<file path="src/rtl/x_uart_pkg.sv">
// x_uart_pkg: shared types and constants for the x_uart transmit path.
package x_uart_pkg;
    typedef enum logic {IDLE, LOCK} x_uart_arb_state_t;
    localparam int X_UART_BYTE_W = 8;
endpackage

</file>
<file path="src/rtl/x_rr_pick.sv">
// x_rr_pick: combinational round-robin pick, first set request at or after i_ptr with wrap.
module x_rr_pick #(
    parameter int p_num = 4
) (
    input  logic [p_num-1:0]         i_req,
    input  logic [$clog2(p_num)-1:0] i_ptr,
    output logic [p_num-1:0]         o_gnt,
    output logic                     o_any
);
    logic [2*p_num-1:0] dbl_req, dbl_gnt;
    logic [p_num-1:0]   rot_req, rot_gnt;
    // rotate so i_ptr sits at bit 0, isolate the lowest set bit, rotate back
    assign dbl_req = {i_req, i_req} >> i_ptr;
    assign rot_req = dbl_req[p_num-1:0];
    assign rot_gnt = rot_req & (~rot_req + 1'b1);
    assign dbl_gnt = {rot_gnt, rot_gnt} << i_ptr;
    assign o_gnt   = dbl_gnt[2*p_num-1:p_num];
    assign o_any   = |i_req;
endmodule

</file>
<file path="src/rtl/x_uart_tx_arb.sv">
// x_uart_tx_arb: round-robin, message-locked arbiter sharing one x_uart_tx among p_num requesters.
// Define X_UART_TX_ARB_TIMEOUT_EN to force-release a lock stalled for p_timeout cycles.
module x_uart_tx_arb
    import x_uart_pkg::*;
#(
    parameter int p_num     = 4,
    parameter int p_timeout = 1024
) (
    input  logic                             i_clk,
    input  logic                             i_rst,
    input  logic [p_num-1:0]                 i_valid,
    input  logic [X_UART_BYTE_W*p_num-1:0]   i_data,
    input  logic [p_num-1:0]                 i_last,
    output logic [p_num-1:0]                 o_accept,
    output logic                             o_valid,
    output logic [X_UART_BYTE_W-1:0]         o_data,
    input  logic                             i_accept,
    output logic [p_num-1:0]                 o_grant,
    output logic                             o_timeout
);
    localparam int PW = $clog2(p_num);

    x_uart_arb_state_t state_q, state_d;
    logic [p_num-1:0]  grant_q, grant_d, pick_gnt;
    logic [PW-1:0]     ptr_q, ptr_d, owner, next_ptr;
    logic              pick_any, done;

    x_rr_pick #(.p_num(p_num)) u_pick (
        .i_req (i_valid),
        .i_ptr (ptr_q),
        .o_gnt (pick_gnt),
        .o_any (pick_any)
    );

    // grant_q is all-zero in IDLE, so the mux naturally yields zero outputs there
    always_comb begin
        o_data = '0;
        owner  = '0;
        for (int n = 0; n < p_num; n++) begin
            if (grant_q[n]) begin
                o_data = i_data[X_UART_BYTE_W*n +: X_UART_BYTE_W];
                owner  = PW'(n);
            end
        end
    end

    assign o_valid  = |(i_valid & grant_q);
    assign o_accept = grant_q & {p_num{i_accept}};
    assign o_grant  = grant_q;
    assign done     = o_valid & i_accept & |(i_last & grant_q);
    assign next_ptr = (owner == PW'(p_num-1)) ? '0 : owner + 1'b1;

`ifdef X_UART_TX_ARB_TIMEOUT_EN
    localparam int CW = $clog2(p_timeout+1);
    logic [CW-1:0] cnt_q, cnt_d;
    // fires on the p_timeout-th consecutive stalled cycle of the owner
    assign o_timeout = (state_q == LOCK) && !o_valid && (cnt_q == CW'(p_timeout-1));
    assign cnt_d     = ((state_q == LOCK) && !o_valid && !o_timeout) ? cnt_q + 1'b1 : '0;
    always_ff @(posedge i_clk or posedge i_rst) begin
        if (i_rst) cnt_q <= '0;
        else       cnt_q <= cnt_d;
    end
`else
    assign o_timeout = 1'b0;
`endif

    always_comb begin
        state_d = state_q;
        grant_d = grant_q;
        ptr_d   = ptr_q;
        if (state_q == IDLE) begin
            if (pick_any) begin
                state_d = LOCK;
                grant_d = pick_gnt;
            end
        end else if (done || o_timeout) begin
            state_d = IDLE;
            grant_d = '0;
            ptr_d   = next_ptr;
        end
    end

    always_ff @(posedge i_clk or posedge i_rst) begin
        if (i_rst) begin
            state_q <= IDLE;
            grant_q <= '0;
            ptr_q   <= '0;
        end else begin
            state_q <= state_d;
            grant_q <= grant_d;
            ptr_q   <= ptr_d;
        end
    end
endmodule

</file>
<file path="config.mk">
export PLATFORM = sky130hd
export DESIGN_NAME = x_uart_tx_arb
export DESIGN_NICKNAME = d
export VERILOG_FILES = /design/src/rtl/x_uart_pkg.sv /design/src/rtl/x_rr_pick.sv /design/src/rtl/x_uart_tx_arb.sv
export SDC_FILE = /design/constraint.sdc
export NUM_CORES = 1
export LEC_CHECK = 0
export CAP_MARGIN = 30
export CORE_MARGIN = 2
export CORE_UTILIZATION = 33
export CTS_CLUSTER_SIZE = 28
export DETAILED_ROUTE_END_ITERATION = 6
export PLACE_DENSITY = 0.86
export SYNTH_ARGS = -nofsm -noshare
export SYNTH_HDL_FRONTEND = slang
export SYNTH_SLANG_ARGS = --single-unit
</file>
<file path="constraint.sdc">
create_clock -name i_clk -period 3.61 [get_ports i_clk]
set_input_delay 0.722 -clock i_clk [delete_from_list [all_inputs] [get_ports i_clk]]
set_output_delay 0.722 -clock i_clk [all_outputs]
set_load 0.03 [all_outputs]
</file>
==> impl_metrics.tcl, run 1 <==
set metrics [dict create \
    yosysWarnings 0 \
    cap_violations 0 \
    hold_viol 0 \
    skew_ns 0.002124 \
    grt_pass1_wl_um 3974 \
    grt_use_met2 0.3355 \
    cts_buffers 3 \
    grt.busiest_layer "met2" \
    cts.htree.levels 1 \
    hpwl_um 1995 \
    dr.first_iter.drc_count 12 \
    postRouteWirelength_um 2530 \
    hold_path.class "reg -> reg" \
    insertion_delay_ns 0.24 \
    diodes 0 \
    synthTopCellsByArea "dfrtp_1, a221oi_1, o31ai_1" \
    synth_area_per_cell_sq_um 7.757 \
    netlist_area_sq_um 698.2 \
    finalSetupTns_ns 0 \
    antenna_found_initial 0 \
    critPathKind "in -> out" \
    maxSlewHeadroom 0.5571 \
    routedWlPerCell_um 14.46 \
    setup_ws_ns 0.5672 \
    status "completed" \
    max_freq_ghz 0.3286 \
    cp_max_fo 1 \
    vias 937 \
    num_rows 16 \
    fill_cells 176 \
    synth_top_area_share 0.2509 \
    route.detailed.drc 0 \
    cp-start-kind "primary input" \
    mostFrequentLayoutCell "clkdlybuf4s50_1" \
    use_met1 0.2677 \
    use_met3 0.03030 \
    die_h_um 50.00 \
    dpl_cell_area_sq_um 1301 \
    die_x_um 50.00 \
    crit_path_end_kind "output pin" \
    overflow 0 \
    synth_cell_types 31 \
    ir_worst_vdd_v 0.0002019 \
    fin_hold_ws_ns 0.6281 \
    via_per_inst 5.354 \
    dp_cells 171 \
    power_density_nw_per_um2 151.8 \
    cts_sinks 7 \
    io_pins 61 \
    finalNetCount 192 \
    root_buffer "clkbuf_4" \
    postCtsHoldBufs 0 \
    yosysTopAreaCell "dfrtp_1" \
    pre_cts_slack_ns 0.5698 \
    ant_nets 0 \
    grt_setup_unrepaired "false" \
    clock_path_buffers 2 \
    crit_arrival_ns 2.32 \
    stdcell_area_sq_um 1328 \
    start_util 0.3523 \
    layout_common_cells "clkdlybuf4s50_1, nand2_1, nor2_1" \
    port_buffers 59 \
    grt_max_degree 24 \
    leakagePower_nw 0.5141 \
    cts_tree "done" \
    ys_seq_elements 7 \
    syn_nets 133 \
    design.die.area_sq_um 2500 \
    maxSlewViolCount 0 \
    synthCells 90 \
    clk_pin_slew_ns 0.05 \
    ys_seq_area_frac 0.2509 \
    min_period_ns 3.043 \
    crit_required_ns 2.89 \
    cts_resized 0 \
    core-area_sq_um 1982 \
    finalNonFillerCells 175 \
    drt-pass1-iter-count 4 \
    syn2layout_area_growth_pct 90.14 \
    period_share 0.8429 \
    grt_pass1_vias 876 \
    gp_congestion 0.9035 \
    tightest_slew_ns 0.6643 \
    grt.total_usage 0.2016 \
    final_layout_size_suffix_gt1_frac 0.04730 \
    post_cts_buffers 0 \
    finalSetupViolCount 0 \
]
[cell type report]
class	instances	area, sq um	share of cell area
multi-input combinational	73	479.2	0.3610
inverter	4	15.01	0.01131
timing repair buffer	60	598.1	0.4505
sequential	7	175.2	0.1320
tap	27	33.78	0.02545
clock buffer	4	26.28	0.01979
[stage by stage]
step                      utilization  power, mW
after floorplan                     -    0.08739
after global placement         0.6566     0.1356
after detailed placement       0.6566     0.1366
after CTS                      0.6698     0.2055
after global routing           0.6698     0.2149
final                          0.6698     0.2016
[state kept, by name, indices dropped and copies added (netlist names)]
register and cells:
o_grant 4, ptr_q 2, state_q 1
[per-layer routing]
metal  share of wire  up-vias  wire [um]
met5               0        -          0
met4          0.0055        0         14
met3           0.075        4        191
met2            0.46       48       1174
met1            0.45      429       1149
li1                -      456          -
[report_power, final]
part / internal [mW] / switching [mW]
logic: 0.0418 / 0.0153
registers: 0.0787 / 0
clock network: 0.0419 / 0.0239
total: 0.162 / 0.0392
[Yosys cell counts]
cell type / n
nand2_1: 10
nor2_1: 9
a221oi_1: 7
dfrtp_1: 7
o31ai_1: 7
a21oi_1: 6
and2_1: 6
a22oi_1: 4
inv_1: 4
clkbuf_1: 3
a31o_1: 2
a32o_1: 2
buf_2: 2
nand2b_1: 2
o21ai_0: 2
o22ai_1: 2
a21boi_0: 1
a22o_1: 1
and3_1: 1
buf_4: 1
conb_1: 1
mux2_4: 1
mux2i_1: 1
nand2_2: 1
nand3b_1: 1
nand4_4: 1
nor2b_1: 1
nor4_1: 1
o2111a_1: 1
o21bai_1: 1
or2_1: 1
[worst paths after layout]
| path | from | endpoint | slack (ns) | cells after the start |
|---|---|---|---|---|
| worst max-delay path | i_data[5] | o_data[5] | 0.57 | 6 |
| worst min-delay path | ptr_q[0]$_DFFE_PP0P_ | ptr_q[0]$_DFFE_PP0P_ | 0.63 | 1 |
| worst max register to register | o_grant[3]$_DFFE_PP0P_ | ptr_q[0]$_DFFE_PP0P_ | 1.92 | 4 |
| worst min register to register | ptr_q[0]$_DFFE_PP0P_ | ptr_q[0]$_DFFE_PP0P_ | 0.63 | 1 |
| max in group asynchronous | i_rst | ptr_q[0]$_DFFE_PP0P_ | 2.71 | 2 |
| min in group asynchronous | i_rst | state_q$_DFF_PP0_ | 0.70 | 2 |
[worst max-delay path, cell delays in order]
cell	delay, ns
clkdlybuf4s50_1	0.46
nand3b_1	0.07
a21oi_1	0.15
a21oi_1	0.05
o21ai_0	0.17
clkdlybuf4s50_1	0.70
[kinds of logic after synthesis]
| kind of cell | count (synthesis) | synth area share |
|---|---|---|
| buf+inv | 10 | 0.06272 |
| compound gates | 36 | 0.3853 |
| simple gates | 34 | 0.2599 |
| flops | 7 | 0.2509 |
| other cells | 1 | 0.005371 |
| mux | 2 | 0.03584 |
(Power assumes the default switching activity.)
==> run 2: changes to the inputs <==
--- a/config.mk
+++ b/config.mk
@@ -7,10 +7,10 @@
 export LEC_CHECK = 0
 export CAP_MARGIN = 30
 export CORE_MARGIN = 2
-export CORE_UTILIZATION = 33
+export CORE_UTILIZATION = 28
 export CTS_CLUSTER_SIZE = 28
 export DETAILED_ROUTE_END_ITERATION = 6
-export PLACE_DENSITY = 0.86
+export PLACE_DENSITY = 0.78
 export SYNTH_ARGS = -nofsm -noshare
 export SYNTH_HDL_FRONTEND = slang
 export SYNTH_SLANG_ARGS = --single-unit
==> constraint.sdc (replaced) <==
create_clock -name i_clk -period 2.7 [get_ports i_clk]
set_input_delay 0.54 -clock i_clk [delete_from_list [all_inputs] [get_ports i_clk]]
set_output_delay 0.54 -clock i_clk [all_outputs]
set_load 0.03 [all_outputs]
==> run 2 against run 1 <==
- clock skew is essentially flat
- global-route usage shrank 1.7 points
- register-to-register slack lost 0.98 ns
- clock-buffer cell count is the same
- via count grew 4.2%
- first-iteration DRC count grew to 2.7 times the previous value
- final area grew 4.7%
- highest routed layer unchanged
- wire length grew 8.3%
- sequential power grew 33%
- largest cell class unchanged
- sequential share of layout area shrank 0.59 points
==> impl_metrics.tcl, run 2 (synthesis gave the netlist of run 1 again) <==
set metrics [dict create \
    hold_viol 0 \
    cpPeakStageDelay_ns 0.79 \
    route.detailed.drc 0 \
    worstPathCellList "a22oi_1, nand2_2, clkdlybuf4s50_1" \
    grt_setup_unrepaired "false" \
    maxSlewViolCount 0 \
    cap_violations 0 \
    vias 976 \
    cts_sinks 7 \
    port_buffers 59 \
    die_h_um 53.94 \
    use_met1 0.2088 \
    routedWlPerCell_um 14.81 \
    power_frac_clock 0.341 \
    diodes 0 \
    grt_pass1_vias 903 \
    use_met3 0.08056 \
    die_x_um 53.94 \
    post_cts_buffers 0 \
    leakagePower_nw 0.6108 \
    pwr-share-seq 0.370 \
    max_freq_ghz 0.3814 \
    internal_power_mw 0.2212 \
    overflow 0 \
    cts.htree.levels 1 \
    hpwl_um 2114 \
    swShare 0.2204 \
    cp_top_family "flip-flops" \
    gp_congestion 0.9341 \
    ant_nets 0 \
    cts_tree "done" \
    critPathKind "reg -> out" \
    fin_hold_ws_ns 0.5111 \
    crit_required_ns 2.16 \
    tightest_slew_ns 0.7001 \
    insertion_delay_ns 0.25 \
    clk_pin_slew_ns 0.05 \
    crit_path_end_kind "output pin" \
    reg2reg_to "ptr_q[0]$_DFFE_PP0P_" \
    finalSetupViolCount 0 \
    grt_max_degree 24 \
    maxSlewHeadroom 0.5333 \
    via_per_inst 5.276 \
    min_period_ns 2.622 \
    cp-start-kind "flip-flop" \
    design.die.area_sq_um 2909 \
    antenna_found_initial 0 \
    power_density_nw_per_um2 204.1 \
    status "completed" \
    postRouteWirelength_um 2740 \
    core-area_sq_um 2410 \
    finalNetCount 199 \
    r2r-start "o_grant[3]$_DFFE_PP0P_" \
    start_util 0.2897 \
    num_rows 18 \
    grt_pass1_wl_um 3960 \
    largest_reg_flops 4 \
    p_sw_mw 0.06255 \
    final_layout_size_suffix_gt1_frac 0.09032 \
    root_buffer "clkbuf_4" \
    crit_buf_inv 1 \
    cts_buffers 3 \
    grt.busiest_layer "met2" \
    grt_use_met2 0.3171 \
    layout_common_cells "clkdlybuf4s50_1, nand2_1, nor2_1" \
    period_share 0.9710 \
    crit_arrival_ns 2.08 \
    comb_power_share 0.288 \
    io_pins 61 \
    cp-startpoint "o_grant[3]$_DFFE_PP0P_" \
    skew_ns 0.001887 \
    clock_path_buffers 2 \
    critical_path_cell_count 3 \
    grt.total_usage 0.1851 \
    cp_max_fo 23 \
    drt-pass1-iter-count 4 \
    mostFrequentLayoutCell "clkdlybuf4s50_1" \
    regToRegSetupSlack_ns 0.94 \
    dr.first_iter.drc_count 32 \
    hold_path.class "in -> async" \
    crit_slowest_cell "dfrtp_1" \
    syn2layout_area_growth_pct 99.10 \
    ir_worst_vdd_v 0.0002490 \
    postCtsHoldBufs 0 \
    reg2reg_depth 4 \
    fin_util 0.5768 \
]
==> run 2: timing repair <==
item	in CTS	in global routing
cloned	0	0
setup endpoints to repair	1	3
gates resized for setup	1	3
==> run 2: through the flow <==
step / total power [mW] / cell area (sq um) / cells / setup WS [ns] / setup TNS (ns)
final: 0.2838 / 1390 / 185 / 0.07831 / 0
after global routing: 0.2980 / 1390 / 185 / 0.003891 / 0
after detailed placement: 0.1882 / 1358 / 181 / -0.007371 / -0.007371
after floorplan: 0.1168 / 698.2 / 90 / 0.4313 / 0
after global placement: 0.1860 / 1358 / 181 / 0.06614 / 0
after CTS: 0.2862 / 1383 / 185 / 0.05369 / 0
==> run 2: power by group through the flow <==
stage | Combinational (mW) | Sequential, mW | Clock [mW]
after floorplan | 0.0100 | 0.107 | 0
after global placement | 0.0792 | 0.107 | 0
after detailed placement | 0.0814 | 0.107 | 0
after CTS | 0.0823 | 0.105 | 0.0990
after global routing | 0.0870 | 0.105 | 0.106
final | 0.0819 | 0.105 | 0.0969
==> run 2: layout make-up <==
type                            instances  area [sq um]
Inverter                                4         15.01
Sequential cell                         7         175.2
Fill cell                             226          1020
Timing Repair Buffer                   67         656.9
Multi-Input combinational cell         73         479.2
Tap cell                               30         37.54
Clock buffer                            4         26.28
==> run 2: how the worst max path moves through the flow <==
stage | slack (ns) | endpoint
after floorplan | 0.43 | o_data[6]
after global placement | 0.07 | o_data[5]
after detailed placement | -0.007 | o_data[5]
after CTS | 0.05 | o_data[6]
after global routing | 0.004 | o_data[2]
final | 0.08 | o_valid
==> run 2: routing by layer <==
metal  up-vias  share of wire
met5         -              0
met4         0         0.0095
met3         2           0.17
met2        70           0.44
met1       434           0.38
li1        470              -
